`src/rtl/debug_player_pkg.sv`:
```
// Shared types and helpers for the debug player and capture buffer.
// Holds the FSM state encoding and the address-width helper.
package debug_pkg;

  typedef enum logic {
    ST_IDLE = 1'b0,
    ST_PLAY = 1'b1
  } state_t;

  function automatic int addr_w(input int depth);
    return (depth < 2) ? 1 : $clog2(depth);
  endfunction

endpackage

```
`src/rtl/debug_player_pb_edge.sv`:
```
// One-flop rising-edge detector for raw push-buttons.
// rise is high in the cycle d is first seen high.
module pb_edge (
  input  logic clk,
  input  logic rst,
  input  logic d,
  output logic rise
);

  logic q;

  // remember last sampled button level
  always_ff @(posedge clk) begin
    if (rst) q <= 1'b0;
    else     q <= d;
  end

  assign rise = d & ~q;

endmodule

```
`src/rtl/debug_player.sv`:
```
// Debug stimulus player: load samples from switches, replay on trigger.
// Define DEBUG_PLAYER_LOOP_EN for continuous looping playback.
module debug_player
  import debug_pkg::*;
#(
  parameter  int WIDTH = 8,
  parameter  int DEPTH = 16,
  localparam int AW    = addr_w(DEPTH)
) (
  input  logic             clk,
  input  logic             rst,
  input  logic             en,
  input  logic             trg,
  input  logic             choice_in,
  input  logic             wr_in,
  input  logic [WIDTH-1:0] data_in,
  output logic [AW-1:0]    addr_out,
  output logic [WIDTH-1:0] view_out,
  output logic [WIDTH-1:0] data_out,
  output logic             busy,
  output logic             done
);

`ifdef DEBUG_PLAYER_LOOP_EN
  localparam bit LOOP = 1'b1;
`else
  localparam bit LOOP = 1'b0;
`endif

  localparam logic [AW-1:0] LAST = AW'(DEPTH - 1);
  localparam logic [AW-1:0] ONE  = AW'(1);
  localparam logic [AW-1:0] ZERO = '0;

  logic [WIDTH-1:0] mem [DEPTH];
  state_t           state, state_n;
  logic [AW-1:0]    ea, ea_n, pi, pi_n;
  logic [WIDTH-1:0] dout_n;
  logic             done_n, wr, ce, we;
  logic             hold, hold_n;

  pb_edge u_ce (
    .clk  (clk),
    .rst  (rst),
    .d    (choice_in),
    .rise (ce)
  );

  pb_edge u_we (
    .clk  (clk),
    .rst  (rst),
    .d    (wr_in),
    .rise (we)
  );

  // next-state and datapath decode
  always_comb begin
    state_n = state;
    ea_n    = ea;
    pi_n    = pi;
    dout_n  = data_out;
    done_n  = 1'b0;
    wr      = 1'b0;
    hold_n  = hold;
    unique case (state)
      ST_IDLE: begin
        wr     = we;
        dout_n = '0;
        if (!trg) hold_n = 1'b0;
        if (ce) ea_n = ea + ONE;
        if (trg && !hold) begin
          state_n = ST_PLAY;
          pi_n    = '0;
          dout_n  = (we && ea == ZERO) ? data_in : mem[ZERO];
        end
      end
      ST_PLAY: begin
        if (LOOP && trg) begin
          state_n = ST_IDLE;
          pi_n    = '0;
          dout_n  = '0;
          hold_n  = 1'b1;
        end else if (en) begin
          if (pi == LAST) begin
            done_n = 1'b1;
            pi_n   = '0;
            if (LOOP) begin
              dout_n = mem[ZERO];
            end else begin
              state_n = ST_IDLE;
              dout_n  = '0;
            end
          end else begin
            pi_n   = pi + ONE;
            dout_n = mem[pi + ONE];
          end
        end
      end
    endcase
  end

  // FSM state register
  always_ff @(posedge clk) begin
    if (rst) state <= ST_IDLE;
    else     state <= state_n;
  end

  // counters and output registers
  always_ff @(posedge clk) begin
    if (rst) begin
      ea       <= '0;
      pi       <= '0;
      data_out <= '0;
      done     <= 1'b0;
      hold     <= 1'b0;
    end else begin
      ea       <= ea_n;
      pi       <= pi_n;
      data_out <= dout_n;
      done     <= done_n;
      hold     <= hold_n;
    end
  end

  // sample memory, cleared on reset
  always_ff @(posedge clk) begin
    if (rst) begin
      for (int i = 0; i < DEPTH; i++) mem[i] <= '0;
    end else if (wr) begin
      mem[ea] <= data_in;
    end
  end

  assign busy     = (state == ST_PLAY);
  assign addr_out = busy ? pi : ea;
  assign view_out = mem[ea];

endmodule

```
`config.mk`:
```
export PLATFORM = sky130hd
export DESIGN_NAME = debug_player
export DESIGN_NICKNAME = d
export VERILOG_FILES = /design/src/rtl/debug_player_pkg.sv /design/src/rtl/debug_player_pb_edge.sv /design/src/rtl/debug_player.sv
export SDC_FILE = /design/constraint.sdc
export NUM_CORES = 1
export LEC_CHECK = 0
export ABC_AREA = 0
export CORE_ASPECT_RATIO = 0.8
export CORE_MARGIN = 2
export CORE_UTILIZATION = 35
export DETAILED_ROUTE_END_ITERATION = 6
export DONT_BUFFER_PORTS = 1
export SYNTH_ARGS = -nofsm -noshare
export SYNTH_HDL_FRONTEND = slang
export SYNTH_SLANG_ARGS = --single-unit
```
`constraint.sdc`:
```
create_clock -name clk -period 2.5 [get_ports clk]
set_input_delay 0.75 -clock clk [delete_from_list [all_inputs] [get_ports clk]]
set_output_delay 0.75 -clock clk [all_outputs]
set_load 0.005 [all_outputs]
```
==> summary.md, run 1 <==
| Metric | Value |
|---|---|
| Outcome | finished with violations |
| Failing checks | setup timing |
| CTS Hold Buffers Added | 0 |
| Final Setup Violations | 8 |
| Worst r2r dst | data_out[6]$_SDFFE_PP0P_ |
| DP Wirelength | 14.9 mm |
| Max-slew headroom | 55.9% |
| First-pass GRT wire length | 30.9 mm |
| Max-cap violations | 0 |
| Pre-CTS setup slack | around 120 ps |
| DRT Pass-1 Iters | 5 |
| Drc violations | 0 |
| Pleak | between 3 and 4 nW |
| Non-Filler Instances | 889 |
| Final core utilization | 39.8% |
| Reg2Reg Setup Slack | about 210 ps |
| Largest net degree at the start of global routing | 38 |
| Routability congestion estimate | 0.857 |
| Crit Path Class | flip-flop to primary output |
| Worst-Margin Slew | 660 ps |
| Reg2Reg Launch Point | pi[0]$_SDFFE_PP0P_ |
| Violation count after the first detailed-route iteration | 423 |
| I/O Buffers | 0 |
| Net count after synthesis | between 500 and 600 |
| Antenna Nets Post-Route | 0 |
| Pins Over Slew Limit | 0 |
| Period minus WS final | ~2800 ps |
| Initial antenna violation count | 2 |
| Critical path's largest stage delay | 540 ps |
| Filler cells | between 2000 and 2500 |
| Die extent in y | 141 µm |
| Net Sw Frac | between 20% and 30% |
| Peak Freq | 0.358 GHz |
| Starting Density | 35.5% |
| Power density over the cells | roughly 640 nW/µm² |
| Skew final | 14.9 ps |
| RSZ-0062 raised after global routing | true |
| Global Route met1 Usage | 23.4% |
| Power Total | 5.90 mW |
| Placed Area | 8610 µm² |
| Share of layout cells above drive strength 1 | 30.7% |
| Final period util | 112% |
| Cell row count | 50 |
| Final worst slack | -295 ps |
| Top Usage Layer GRT | met2 |
| Cell variety after synth | between 40 and 50 |
| Most Frequent Cell on Critical Path | mux4_2 |
| CTS tree | done |
| # IOs | 36 |
| H-tree levels | 4 |
| Most frequent cells in the layout | and2_1, edfxtp_1, mux4_2 |
| CP cell instances | buf_12 -> mux4_2 -> mux4_2 |
| Vias/cell | 5.39 |
| Clk sinks | 152 |
| Yosys Warn Count | 0 |
| Post-route cell area | 9250 µm² |
| Comb power frac | approximately a tenth |
| Internal cell power | roughly 4.4 mW |
| Grt ovf | 0 |
| Clk Latency, worst-skew pair | approximately 430 ps |
| Smallest hold slack | 398 ps |
| Hold_sp | rst |
| Slowest-stage cell, CP | mux4_2 |
| FF+latch count, synth | 152 |
| Hold Fails Final Rpt | 0 |
| Fin nets | ~580 |
| Met2 Use GR | 26.2% |
| Crit-path max FO | 6 |
| Clock root cell | clkbuf_16 |
| Vias in the first global route | slightly below 5000 |
| Vias | 4796 |
| Core Box Area | approximately 23000 µm² |
| Clock transition at the registers of the reported paths | roughly 70 ps |
| Met3 usage | around 4.7% |
| Maximum clock path buffer count | 2 |
| Register area share after synthesis | between 50 and 60% |
| Gr usage total | 17.1% |
| CP Capture Type | primary output |
| Worst Path Required | 1750 ps |
| CTS buffer count | 17 |
| TNS Setup | -2130 ps |
| Clock power share | 40.9% |
| Mapped Area | 8260 µm² |
| Placed insts | 851 |
| P_sw | approximately 1.5 mW |
| Post-Synthesis Cells | 549 |
| Sequential Power Share | between 40% and 50% |
| Hold path depth | 1 |
| Worst vdd ir | 373 µV |
| Tightest Hold Check Type | primary input to flip-flop |
| Avg Cell Area, Syn | 15.1 µm² |
| Per-cell routed wire length | 22.6 µm |
| Die Width | 176 µm |
| Die area | between 20000 and 25000 µm² |
| WL final | between 20 and 25 mm |
| Area delta synth->final | 12.0% |
| R2R cell count | 6 |
| CP Launch Type | flip-flop |
| Arrival @ worst endpoint | 2040 ps |
[what timing repair did]
item | 4_1_cts | 5_1_grt
setup buffers | 3 | 0
gates cloned | 2 | 1
gates resized for setup | 8 | 0
setup endpoints to repair | 8 | 8
endpoints found under the hold margin | 0 | 0
[cells in the mapped netlist (all sizes together)]
cell type / n / area (µm²)
o21ai: 3 / 15.0
xnor2: 1 / 8.76
edfxtp: 128 / 3840
nor2b: 4 / 25.0
a211oi: 8 / 100
buf: 21 / 194
o21a: 1 / 7.51
clkdlybuf4s25: 1 / 10.0
nor3b: 4 / 46.3
bufbuf: 1 / 32.5
a21oi: 14 / 73.8
inv: 2 / 7.51
or2: 17 / 106
nand2b: 3 / 18.8
nor2: 36 / 135
and2: 128 / 801
nand2: 13 / 48.8
a31oi: 2 / 18.8
ha: 5 / 62.6
mux4: 72 / 1670
dfxtp: 24 / 480
nor3: 4 / 31.3
mux2: 26 / 293
nand4: 2 / 12.5
a22oi: 9 / 72.6
nand3: 2 / 10.0
clkbuf: 15 / 96.3
xor2: 3 / 45.1
[how the worst max path moves through the flow]
stage                         start     endpoint  slack (ps)
after floorplan           flip-flop  view_out[2]          90
after global placement    flip-flop  view_out[6]         140
after detailed placement  flip-flop  view_out[6]         120
after CTS                 flip-flop  view_out[1]        -340
after global routing      flip-flop  view_out[0]        -340
final                     flip-flop  view_out[6]        -290
[routing by layer]
metal / share of wire (%) / vias to the layer above / wire [µm]
met5: 0.065 / - / 13
met4: 1.5 / 2 / 309
met3: 7.6 / 20 / 1530
met1: 44 / 2464 / 8810
li1: - / 2123 / -
met2: 47 / 187 / 9470
[area by class of cell]
type | count | area, µm² | share of cell area, %
repair buffers | 33 | 377 | 4.07
multi-input cells | 357 | 3600 | 38.9
well taps | 312 | 390 | 4.22
flip-flops and latches | 152 | 4330 | 46.8
clock inverters | 14 | 116 | 1.26
clock buffers | 18 | 429 | 4.64
diodes | 1 | 2.50 | 0.0270
inverters | 2 | 7.51 | 0.0811
[power by group through the flow]
stage               registers, mW  clock network (mW)  logic (mW)
finish                       2.93                2.42       0.557
global route                 2.94                2.57       0.596
CTS                          2.93                2.46       0.563
detailed placement           2.98                   0       0.527
global placement             2.98                   0       0.519
floorplan                    2.93                   0       0.456
[registers in the layout (all words and copies together) (netlist names), named ones only]
| name | flops |
|---|---|
| u_we.q | 1 |
| data_out | 8 |
| mem | 128 |
| busy | 1 |
| ea | 4 |
| done | 1 |
| u_ce.q | 1 |
| pi | 4 |
[critical path: cells and delay by family, from the launching register on]
family | cells | cell delay [ps]
muxes | 2 | 1070
DFF | 1 | 400
buffers and inverters | 1 | 140
[cells by family after synthesis]
kind of cell / count (synthesis) / share of synthesized area [%]
simple gates: 213 / 14.9
flops: 152 / 52.3
fa+ha+maj: 5 / 0.757
xor+xnor: 4 / 0.651
compound gates: 37 / 3.48
buf+inv: 40 / 4.12
mux: 98 / 23.7
No activity file was read; power rests on OpenSTA's default activity.
==> run 2, diff against run 1 <==
CORE_UTILIZATION = 50   (was 35)
PLACE_DENSITY = 0.68   (was default)
==> summary.md, run 2 (same netlist as run 1, synthesis figures left out) <==
| Metric | Value |
|---|---|
| Max-cap violations | 0 (unchanged) |
| R2R cell count | 6 (unchanged) |
| Violation count after the first detailed-route iteration | 466 (was 423) |
| Smallest hold slack | 385 ps (was 398 ps) |
| Per-cell routed wire length | 25.4 µm (was 22.6 µm) |
| CTS buffer count | 17 (unchanged) |
| CP Launch Type | flip-flop (unchanged) |
| Vias in the first global route | 4929 (was 4902) |
| Top Registers | mem: 128 flops, data_out: 8 flops (unchanged) |
| Hold Fails Final Rpt | 0 (unchanged) |
| Final period util | 113% (was 112%) |
| WL final | 20.4 mm (was 20.1 mm) |
| Area of the multi-input gates | 3600 µm² (unchanged) |
| Die area | 17600 µm² (was 24900 µm²) |
| Number of flip-flops in the largest register | 128 (unchanged) |
| Tightest Hold Check Type | primary input to flip-flop (unchanged) |
| Placed insts | 759 (was 851) |
| Antenna Nets Post-Route | 0 (unchanged) |
| Diode count | 0 (was 1) |
| Non-Filler Instances | 801 (was 889) |
| Worst Path Required | 1750 ps (about the same) |
| Gr usage total | 24.5% (was 17.1%) |
| Peak Freq | 0.354 GHz (was 0.358 GHz) |
| Starting Density | 50.6% (was 35.5%) |
| Placed Area | 8480 µm² (was 8610 µm²) |
| Vias/cell | 6.13 (was 5.39) |
| Clk Latency, worst-skew pair | 430 ps (about the same) |
| Met3 usage | 7.36% (was 4.74%) |
| DP Wirelength | 14.4 mm (was 14.9 mm) |
| Maximum clock path buffer count | 2 (unchanged) |
| Initial antenna violation count | 0 (was 2) |
| Worst-Margin Slew | 673 ps (was 660 ps) |
| Max-slew headroom | 55.0% (was 55.9%) |
| Routability congestion estimate | 0.862 (was 0.857) |
| Power density over the cells | 656 nW/µm² (was 638 nW/µm²) |
| Area delta synth->final | 11.7% (was 12.0%) |
| # IOs | 36 (unchanged) |
| Outcome | finished with violations (unchanged) |
| Die extent in y | 119 µm (was 141 µm) |
| Vias | 4909 (was 4796) |
| CTS Hold Buffers Added | 0 (unchanged) |
| TNS Setup | -2380 ps (was -2130 ps) |
| Period minus WS final | 2820 ps (was 2790 ps) |
| Crit Path Class | flip-flop to primary output (unchanged) |
| Skew final | 7.45 ps (was 14.9 ps) |
| H-tree levels | 4 (unchanged) |
| Largest net degree at the start of global routing | 38 (unchanged) |
| Clock transition at the registers of the reported paths | 60 ps (was 70 ps) |
| Largest reg by FF count | mem (unchanged) |
| Die Width | 148 µm (was 176 µm) |
| Met2 Use GR | 36.6% (was 26.2%) |
| CTS tree | done (unchanged) |
| DRT Pass-1 Iters | 5 (unchanged) |
| Final worst slack | -322 ps (was -295 ps) |
| Grt ovf | 0 (unchanged) |
| Share of layout cells above drive strength 1 | 31.2% (was 30.7%) |
| Sequential cell area | 4330 µm² (unchanged) |
| Pins Over Slew Limit | 0 (unchanged) |
| Top Usage Layer GRT | met2 (unchanged) |
| Most frequent cells in the layout | and2_1, edfxtp_1, mux4_2 (unchanged) |
| Filler cells | 1273 (was 2137) |
| Cell row count | 42 (was 50) |
| Failing checks | setup timing (unchanged) |
| First-pass GRT wire length | 30.9 mm (about the same) |
| Pleak | 3.27 nW (was 3.23 nW) |
| Worst vdd ir | 423 µV (was 373 µV) |
| Drc violations | 0 (unchanged) |
| Final Setup Violations | 8 (unchanged) |
| CP Capture Type | primary output (unchanged) |
| Global Route met1 Usage | 34.3% (was 23.4%) |
| Hold path depth | 1 (unchanged) |
| Post-route cell area | 9230 µm² (was 9250 µm²) |
| Arrival @ worst endpoint | 2070 ps (was 2040 ps) |
| RSZ-0062 raised after global routing | true (unchanged) |
| Core Box Area | 16300 µm² (was 23300 µm²) |
| Clk sinks | 152 (unchanged) |
| Crit-path max FO | 8 (was 6) |
| Fin nets | 587 (was 582) |
| Clock root cell | clkbuf_16 (unchanged) |
| I/O Buffers | 0 (unchanged) |
run 2: metrics by stage:
stage               total power [mW]  utilization, %  setup WS (ps)
global placement                3.48            51.9            107
global route                    6.24            56.5           -387
finish                          6.06            56.5           -322
floorplan                       3.38               -           86.2
CTS                             6.09            56.5           -355
detailed placement              3.49            51.9           92.6
run 2: report_power, final:
group	internal (mW)	switching, mW
clock	1.51	1.06
sequential	2.84	0.0950
combinational	0.297	0.252
run 2: worst paths after layout:
check,slack [ps],to,startpoint
hold / removal,390,flip-flop,rst
hold reg to reg,540,data_out[6]$_SDFFE_PP0P_,data_out[6]$_SDFFE_PP0P_
setup reg to reg,140,data_out[6]$_SDFFE_PP0P_,pi[0]$_SDFFE_PP0P_
setup / recovery,-320,view_out[2],flip-flop
run 2: routing by layer:
layer | vias to the layer above | part of all wire, %
met2 | 242 | 47
met3 | 28 | 8.9
met1 | 2511 | 42
met5 | - | 0
met4 | 0 | 2.0
li1 | 2128 | -
run 2: repair_timing:
item / 4_1_cts / 5_1_grt
setup buffers: 4 / 3
pin swaps: 0 / 1
cloned: 4 / 0
endpoints found under the setup margin: 8 / 9
resized for setup: 7 / 0
run 2: layout make-up:
type | count | area share [%]
Timing Repair Buffer | 38 | 4.60
Clock inverter | 10 | 0.990
Clock buffer | 22 | 5.38
Inverter | 2 | 0.0814
Sequential cell | 152 | 47.0
Tap cell | 220 | 2.98
Multi-Input combinational cell | 357 | 39.0
run 2: worst max-delay path, stage by stage, from the launching register on:
cell	delay (ps)
dfxtp_4	430
buf_12	170
mux4_2	530
mux4_2	510
==> run 3, diff against run 2 <==
RECOVER_POWER = 100   (was default)
==> summary.md, run 3 (same netlist as run 1, synthesis figures left out) <==
| Metric | Value |
|---|---|
| Top Usage Layer GRT | met2 (unchanged) |
| Initial antenna violation count | 0 (unchanged) |
| Crit Path Class | flip-flop to primary output (unchanged) |
| Number of flip-flops in the largest register | 128 (unchanged) |
| Core Box Area | 16300 µm² (unchanged) |
| Worst vdd ir | 423 µV (about the same) |
| Placed insts | 759 (unchanged) |
| Most frequent cells in the layout | edfxtp_1, and2_0, mux4_2 (was and2_1, edfxtp_1, mux4_2) |
| Failing checks | setup timing (unchanged) |
| Cell row count | 42 (unchanged) |
| Drc violations | 0 (unchanged) |
| Clock transition at the registers of the reported paths | 60 ps (about the same) |
| Area of the multi-input gates | 3570 µm² (was 3600 µm²) |
| Max-slew headroom | 48.6% (was 55.0%) |
| Largest reg by FF count | mem (unchanged) |
| Internal cell power | 4.65 mW (about the same) |
| Skew final | 8.11 ps (was 7.45 ps) |
| CP Capture Type | primary output (unchanged) |
| Diode count | 0 (unchanged) |
| Post-route cell area | 9140 µm² (was 9230 µm²) |
| Max-cap violations | 0 (unchanged) |
| Hold Fails Final Rpt | 0 (unchanged) |
| Final worst slack | -331 ps (was -322 ps) |
| Crit path to | view_out[2] (unchanged) |
| Peak Freq | 0.353 GHz (was 0.354 GHz) |
| Die area | 17600 µm² (unchanged) |
| RSZ-0062 raised after global routing | true (unchanged) |
| CP cell instances | buf_12 -> mux4_2 -> mux4_2 (unchanged) |
| Slowest-stage cell, CP | mux4_2 (unchanged) |
| Vias in the first global route | 4929 (unchanged) |
| Grt ovf | 0 (unchanged) |
| Placed Area | 8480 µm² (unchanged) |
| Gr usage total | 24.5% (unchanged) |
| Vias/cell | 6.16 (was 6.13) |
| Share of layout cells above drive strength 1 | 24.8% (was 31.2%) |
| Worst r2r dst | data_out[2]$_SDFFE_PP0P_ (was data_out[6]$_SDFFE_PP0P_) |
| Maximum clock path buffer count | 2 (unchanged) |
| Commonest non-fill, non-tap cell in the layout | edfxtp_1 |
| Reg2Reg Launch Point | pi[0]$_SDFFE_PP0P_ (unchanged) |
| CTS tree | done (unchanged) |
| Area delta synth->final | 10.6% (was 11.7%) |
| H-tree levels | 4 (unchanged) |
| CP Depth | 3 (unchanged) |
| Net Sw Frac | 23.3% (was 23.2%) |
| Clk sinks | 152 (unchanged) |
| Antenna Nets Post-Route | 0 (unchanged) |
| Starting Density | 50.6% (unchanged) |
| Top Registers | mem: 128 flops, data_out: 8 flops (unchanged) |
| Pins Over Slew Limit | 0 (unchanged) |
| Tightest Hold Check Type | primary input to flip-flop (unchanged) |
| DRT Pass-1 Iters | 5 (unchanged) |
| CP Launch Type | flip-flop (unchanged) |
| Filler cells | 1299 (was 1273) |
| Met3 usage | 7.36% (unchanged) |
| Die Width | 148 µm (unchanged) |
| CP delay by family, top | multiplexers (unchanged) |
| P_sw | 1.41 mW (was 1.40 mW) |
| Violation count after the first detailed-route iteration | 442 (was 466) |
| Die extent in y | 119 µm (unchanged) |
| Pleak | 3.09 nW (was 3.27 nW) |
| Non-Filler Instances | 801 (unchanged) |
| Per-cell routed wire length | 25.4 µm (about the same) |
| Final Setup Violations | 8 (unchanged) |
| R2R cell count | 7 (was 6) |
| Vias | 4935 (was 4909) |
| Clk Latency, worst-skew pair | 430 ps (about the same) |
| Power density over the cells | 663 nW/µm² (was 656 nW/µm²) |
| Hold path depth | 1 (unchanged) |
| DP Wirelength | 14.4 mm (unchanged) |
| I/O Buffers | 0 (unchanged) |
| Sequential Power Share | 48.5% (about the same) |
| Routability congestion estimate | 0.862 (unchanged) |
| CTS buffer count | 17 (unchanged) |
| # IOs | 36 (unchanged) |
| Final period util | 113% (about the same) |
| Comb power frac | 8.9% (was 9.1%) |
| Period minus WS final | 2830 ps (was 2820 ps) |
| TNS Setup | -2410 ps (was -2380 ps) |
| Largest net degree at the start of global routing | 38 (unchanged) |
| Fin nets | 587 (unchanged) |
| Worst-Margin Slew | 771 ps (was 673 ps) |
| Sequential cell area | 4330 µm² (unchanged) |
| Power Total | 6.06 mW (about the same) |
| Clock power share | 42.5% (was 42.4%) |
| Clock root cell | clkbuf_16 (unchanged) |
| Crit-path max FO | 8 (unchanged) |
| Outcome | finished with violations (unchanged) |
| Critical path's largest stage delay | 530 ps (about the same) |
| First-pass GRT wire length | 30.9 mm (unchanged) |
| Met2 Use GR | 36.6% (unchanged) |
| Worst Path Required | 1750 ps (about the same) |
| Reg2Reg Setup Slack | 30 ps (was 140 ps) |
| Global Route met1 Usage | 34.3% (unchanged) |
| Most Frequent Cell on Critical Path | mux4_2 (unchanged) |
| Arrival @ worst endpoint | 2080 ps (was 2070 ps) |
| Worst path bufs/invs | 1 (unchanged) |
| WL final | 20.4 mm (about the same) |
run 3: cell types whose count changed in the layout (fill, tap and decap cells not counted):
cell / before / now
and2_0: 0 / 77
and2_1: 128 / 51
buf_4: 28 / 10
clkbuf_1: 2 / 19
or2_0: 0 / 15
or2_2: 16 / 1
mux2_1: 7 / 10
mux2_2: 19 / 16
clkbuf_2: 0 / 1
nor3b_1: 2 / 3
nor3b_2: 1 / 0
xor2_1: 2 / 3
xor2_4: 1 / 0
run 3: routing by layer:
metal	up-vias	share of wire (%)
met3	31	8.6
met5	-	0
met2	252	47
met1	2526	42
met4	0	2.1
li1	2126	-
run 3: stage by stage:
step / utilization [%] / worst slack (ps) / hold slack (ps)
finish: 55.9 / -331 / 386
CTS: 56.5 / -355 / 366
floorplan: - / 86.2 / 511
detailed placement: 51.9 / 92.6 / 532
global placement: 51.9 / 107 / 532
global route: 55.9 / -387 / 363
run 3: worst min-delay path by stage:
stage                        startpoint                  endpoint  slack, ps
6_report                            rst                 flip-flop        390
4_1_cts                             rst                 flip-flop        370
3_3_place_gp   data_out[6]$_SDFFE_PP0P_  data_out[6]$_SDFFE_PP0P_        530
3_5_place_dp   data_out[6]$_SDFFE_PP0P_  data_out[6]$_SDFFE_PP0P_        530
2_1_floorplan  data_out[0]$_SDFFE_PP0P_  data_out[0]$_SDFFE_PP0P_        510
5_1_grt                             rst                 flip-flop        360
run 3: power groups by stage:
stage | Clock, mW | Combinational, mW | Sequential (mW)
5_1_grt | 2.71 | 0.577 | 2.95
3_5_place_dp | 0 | 0.514 | 2.98
4_1_cts | 2.60 | 0.563 | 2.93
3_3_place_gp | 0 | 0.502 | 2.98
6_report | 2.58 | 0.542 | 2.94
2_1_floorplan | 0 | 0.456 | 2.93
run 3: layout make-up:
type / count / area share [%]
Sequential cell: 152 / 47.4
Timing Repair Buffer: 38 / 3.92
Inverter: 2 / 0.0822
Tap cell: 220 / 3.01
Clock buffer: 22 / 5.44
Clock inverter: 10 / 1.00
Multi-Input combinational cell: 357 / 39.1
run 3: what timing repair did:
| action | 4_1_cts | 5_1_grt |
|---|---|---|
| setup endpoints to repair | 8 | 9 |
| cloned | 4 | 0 |
| endpoints found under the hold margin | 0 | 0 |
| buffers inserted | 4 | 3 |
| resized for setup | 7 | 0 |
| hold buffers | 0 | 0 |
| pin swaps | 0 | 1 |
